### src/rtl/mips_pkg.sv
// Shared MIPS front-end definitions: fetch sequencer states, default reset and
// exception entry addresses, and the sequential PC step.
package mips_pkg;

    typedef enum logic [1:0] {
        BOOT   = 2'd0,
        RUN    = 2'd1,
        BUBBLE = 2'd2
    } pc_state_e;

    localparam logic [31:0] DEFAULT_RESET_PC   = 32'h0000_3000;
    localparam logic [31:0] DEFAULT_EXC_VECTOR = 32'h0000_4180;
    localparam logic [31:0] PC_STEP            = 32'd4;

endpackage

### src/rtl/pc_inc.sv
// Combinational sequential-PC incrementer; the 32-bit add wraps modulo 2^32.
module pc_inc
    import mips_pkg::*;
(
    input  logic [31:0] pc,
    output logic [31:0] pc_next
);

    assign pc_next = pc + PC_STEP;

endmodule

### src/rtl/pc_sequencer.sv
// Fetch-side PC sequencer: valid/ready fetch requests, branch/jump redirects with a
// one-cycle bubble. Define PC_SEQ_EXC_EN to add exception entry, eret and the EPC register.
module pc_sequencer
    import mips_pkg::*;
#(
`ifdef PC_SEQ_EXC_EN
    parameter logic [31:0] EXC_VECTOR = DEFAULT_EXC_VECTOR,
`endif
    parameter logic [31:0] RESET_PC   = DEFAULT_RESET_PC
) (
    input  logic        clk,
    input  logic        reset_n,
    input  logic        stall,
    input  logic        redirect_valid,
    input  logic [31:0] redirect_target,
`ifdef PC_SEQ_EXC_EN
    input  logic        exc_valid,
    input  logic [31:0] exc_pc,
    input  logic        eret_valid,
    output logic [31:0] epc,
`endif
    input  logic        fetch_ready,
    output logic        fetch_valid,
    output logic [31:0] fetch_pc,
    output logic        addr_err
);

    pc_state_e   state, state_n;
    logic [31:0] pc, pc_n, pc_plus;
    logic        addr_err_n;
    logic        fire;
`ifdef PC_SEQ_EXC_EN
    logic [31:0] epc_q, epc_n;
`endif

    pc_inc u_pc_inc (
        .pc      (pc),
        .pc_next (pc_plus)
    );

    always_ff @(posedge clk) begin
        if (!reset_n) begin
            state    <= BOOT;
            pc       <= RESET_PC;
            addr_err <= 1'b0;
`ifdef PC_SEQ_EXC_EN
            epc_q    <= 32'h0;
`endif
        end else begin
            state    <= state_n;
            pc       <= pc_n;
            addr_err <= addr_err_n;
`ifdef PC_SEQ_EXC_EN
            epc_q    <= epc_n;
`endif
        end
    end

    // Priority: exception > eret > redirect > sequential; BOOT ignores all inputs.
    always_comb begin
        state_n     = state;
        pc_n        = pc;
        addr_err_n  = 1'b0;
        fetch_valid = (state == RUN);
        fire        = fetch_valid & fetch_ready & ~stall;
`ifdef PC_SEQ_EXC_EN
        epc_n       = epc_q;
`endif
        if (state == BOOT) begin
            state_n = RUN;
        end
`ifdef PC_SEQ_EXC_EN
        else if (exc_valid) begin
            epc_n   = exc_pc & ~32'h3;
            pc_n    = EXC_VECTOR;
            state_n = BUBBLE;
        end else if (eret_valid) begin
            pc_n    = epc_q;
            state_n = BUBBLE;
        end
`endif
        else if (redirect_valid) begin
            // Any fire this cycle is consumed; its +4 is discarded in favour of the target.
            pc_n       = redirect_target & ~32'h3;
            addr_err_n = |redirect_target[1:0];
            state_n    = BUBBLE;
        end else begin
            if (fire) begin
                pc_n = pc_plus;
            end
            state_n = RUN;
        end
    end

    assign fetch_pc = pc;
`ifdef PC_SEQ_EXC_EN
    assign epc = epc_q;
`endif

endmodule

### config.mk
export PLATFORM = sky130hd
export DESIGN_NAME = pc_sequencer
export DESIGN_NICKNAME = d
export VERILOG_FILES = /design/src/rtl/mips_pkg.sv /design/src/rtl/pc_inc.sv /design/src/rtl/pc_sequencer.sv
export SDC_FILE = /design/constraint.sdc
export NUM_CORES = 1
export LEC_CHECK = 0
export ABC_CLOCK_PERIOD_IN_PS = 2800
export BUFFER_PORTS_ARGS = -buffer_cell sky130_fd_sc_hd__buf_2
export CAP_MARGIN = 25
export CORE_MARGIN = 3
export CORE_UTILIZATION = 35
export CTS_CLUSTER_SIZE = 24
export DETAILED_ROUTE_END_ITERATION = 10
export SLEW_MARGIN = 15
export SYNTH_ARGS = -nofsm -noshare
export SYNTH_HDL_FRONTEND = slang
export SYNTH_SLANG_ARGS = --single-unit
### constraint.sdc
create_clock -name clk -period 2.8 [get_ports clk]
set_input_delay 0.14 -clock clk [delete_from_list [all_inputs] [get_ports clk]]
set_output_delay 0.14 -clock clk [all_outputs]
set_load 0.1 [all_outputs]
==> impl_metrics.csv <==
group,metric,value,unit
clocking,clock_path_buffers,2,
synthesis,synth_compound_area_share,27.2,%
cells_and_area,num-nets-final,380,
synthesis,async_reset_ff_share,0,%
timing,finalHoldViolCount,0,
min_path,hold_path_class,"in -> reg",
worst_setup_path,reg2regPathDepth,6,
cells_and_area,multiInputGateArea,1390,um^2
synthesis,synthAdderAreaFrac,0.570,%
power_and_ir_drop,pwr_density_cell,511,nW/um^2
power_and_ir_drop,vdd_drop_max,0.165,mV
synthesis,synthFlopType,"dfxtp_1",
clocking,cts-resized-gates,0,
clocking,clock-sinks,33,
worst_setup_path,startpoint_type,"flip-flop",
worst_setup_path,r2r_start,"fetch_pc[2]",
synthesis,yosys.area_share.simple,30.2,%
worst_setup_path,reg2reg_slack,0.53,ns
worst_setup_path,cp.arrival,2.45,ns
synthesis,synth.mux.area_fraction,4.79,%
worst_setup_path,endpoint_kind,"flip-flop",
clocking,cts_tree,"yes",
timing,fmax,441,MHz
timing,setup_tns,0,ns
place,dp_hpwl,4.80,mm
global_routing,grt_start_max_net_pins,37,
worst_setup_path,crit_required,2.98,ns
timing,whs,0.0448,ns
global_routing,grt_use_total,18.6,%
synthesis,ys_warn_count,0,
timing,setup_viol,0,
worst_setup_path,crit_fanout,9,
synthesis,ys_ff_latch,33,
floorplan,die_y,85.2,um
synthesis,synth_top_family_by_area,"simple AND/OR/NAND/NOR gates",
timing,max_slew.worst_pin.slew,0.718,ns
clocking,cts.clk_slew.worst_paths,0.07,ns
worst_setup_path,path_class,"reg -> reg",
cells_and_area,area_delta_synth_final,20.5,%
floorplan,core,5990,um^2
global_routing,grt_overflow,0,
worst_setup_path,cp_slowest_cell,"nor4_4",
drt,wl_per_cell,16.2,um
drt,num_vias,2351,
cells_and_area,drive_above_1_share,28.1,%
timing,fin_crit,2.27,ns
clocking,cts_setup_buffers,0,
drt,dr.pass1.iters,4,
floorplan,die_w,85.2,um
place,io_buffers,68,
run,drv_cap,0,
min_path,hold_path_startpoint,"redirect_target[0]",
worst_setup_path,crit_path_cell_trace,"ha_1, nand4_4, nor4_4, and2b_2, a32oi_1, o221a_1",
floorplan,fp.dieArea,7260,um^2
synthesis,synth_area,2190,um^2
drt,drt_iter0_drc,160,
drt,ant_nets,0,
worst_setup_path,path_buf_inv,0,
global_routing,antenna_found_initial,0,
status,status,"finished clean",
place,placed_cells,410,
clocking,insertion_delay,0.29,ns
timing,slew_headroom,51.7,%
synthesis,synth_edf_count,0,
timing,finClkSkew,0.00474,ns
global_routing,grt_pass1_vias,2227,
drt,postRouteWirelength,6.75,mm
place,place.gp.congestion,0.832,
power_and_ir_drop,p_leak,1.11,nW
min_path,holdPathEnd,"addr_err",
clocking,cts-buffers-inserted,5,
clocking,clockRootBuffer,"clkbuf_8",
timing,layout_worst_path_cycle_share,81.1,%
worst_setup_path,path_delay_family,"simple AND/OR/NAND/NOR gates",
cells_and_area,ff_latch_area,661,um^2
global_routing,grt_first_pass_wirelength,11.0,mm
worst_setup_path,r2r_end,"fetch_pc[30]",
worst_setup_path,slowest_delay,0.58,ns
synthesis,ys_seq_area_share,30.1,%
timing,rsz0062_at_grt,"no",
synthesis,syn_avg_cell_area,7.70,um^2
cells_and_area,n_antenna_cell,0,
clocking,holdBufCountCts,0,
drt,drc,0,
drt,via_per_inst,5.64,
clocking,h-tree-depth,2,
floorplan,initial_utilization,36.6,%
floorplan,io_pins,71,
synthesis,synthXorXnorAreaFrac,0,%
cells_and_area,nFillCells,640,
synthesis,synth.distinct_cells,58,
cells_and_area,final_cell_count_no_fill,417,
floorplan,rows,28,
synthesis,syn_inst,285,
min_path,whs_path_depth,2,
timing,drv_slew,0,
[worst register-to-register path, cell delays in order (launching register included)]
cell and delay, ns:
dfxtp_1 0.45, ha_1 0.33, nand4_4 0.19, nor4_4 0.58, and2b_2 0.25, a32oi_1 0.10
o221a_1 0.27
[flip-flops by register name, summed over array words and instances (netlist names)]
name / cells
addr_err: 1
fetch_pc: 30
state: 2
[report_power, final]
group / internal [mW] / switching (mW)
sequential: 0.498 / 0.0468
combinational: 0.0982 / 0.326
clock: 0.195 / 0.186
total: 0.792 / 0.559
[per-stage QoR]
stage | power [mW] | worst slack (ns) | instance area, um^2 | utilization (%)
after floorplan | 0.891 | 0.0541 | 2200 | -
after global placement | 0.976 | 0.642 | 2560 | 42.7
after detailed placement | 0.979 | 0.556 | 2560 | 42.7
after CTS | 1.36 | 0.553 | 2640 | 44.1
after global routing | 1.40 | 0.414 | 2640 | 44.1
final | 1.35 | 0.530 | 2640 | 44.1
[worst max-delay path by stage]
stage / from / end / slack [ns] / depth (start not counted)
floorplan: fetch_pc[2] / fetch_pc[30] / 0.05 / 6
global placement: fetch_pc[2] / fetch_pc[30] / 0.64 / 6
detailed placement: fetch_pc[2] / fetch_pc[30] / 0.56 / 6
CTS: fetch_pc[2] / fetch_pc[30] / 0.55 / 6
global route: fetch_pc[2] / fetch_pc[30] / 0.41 / 6
finish: fetch_pc[2] / fetch_pc[30] / 0.53 / 6
[routing by layer]
| layer | routed length (um) | GRT usage, % |
|---|---|---|
| met5 | 0 | 0 |
| met3 | 328 | 3.20 |
| met1 | 3250 | 25.8 |
| met2 | 3040 | 28.9 |
| met4 | 133 | 6.33 |
[Yosys cell counts (all sizes together), types with 7 or more instances]
master / n / area (um^2)
a22oi: 7 / 52.6
inv: 9 / 33.8
nor2: 29 / 109
dfxtp: 33 / 661
nand2: 20 / 75.1
nand4: 9 / 77.6
a21oi: 20 / 100
buf: 10 / 62.6
o21ai: 19 / 95.1
clkbuf: 14 / 56.3
nand3: 18 / 90.1
[logic make-up (layout without fill, tap and decap cells)]
logic type                 count (synthesis)  count (layout)
other                                      1               2
DFF                                       33              33
adders and majority gates                  1               1
and+or+nand+nor                          117             117
AOI/OAI and AO/OA                         90              90
muxes                                     10              10
buffers and inverters                     33              89
[layout make-up]
type,instances,share of cell area (%)
inverter,9,1.28
sequential,33,25.0
tap,75,3.55
clock buffer,7,3.27
multi-input combinational,220,52.6
timing repair buffer,73,14.3
[cell usage in the layout (no fill, tap or decap), types with 4 or more instances in the layout]
master / netlist / final
a21oi_1: 20 / 20
a22oi_1: 7 / 7
a31oi_1: 6 / 6
and3_1: 5 / 5
buf_2: 5 / 68
buf_4: 3 / 5
clkbuf_8: 0 / 6
dfxtp_1: 33 / 33
inv_1: 9 / 9
mux2_2: 4 / 4
mux2i_1: 6 / 6
nand2_1: 20 / 20
nand2b_1: 6 / 6
nand3_1: 18 / 18
nand4_1: 7 / 7
nor2_1: 29 / 29
nor3_1: 6 / 6
o21ai_0: 19 / 19
o22ai_1: 6 / 5
o31ai_1: 6 / 6
No activity file was read; power rests on OpenSTA's default activity.
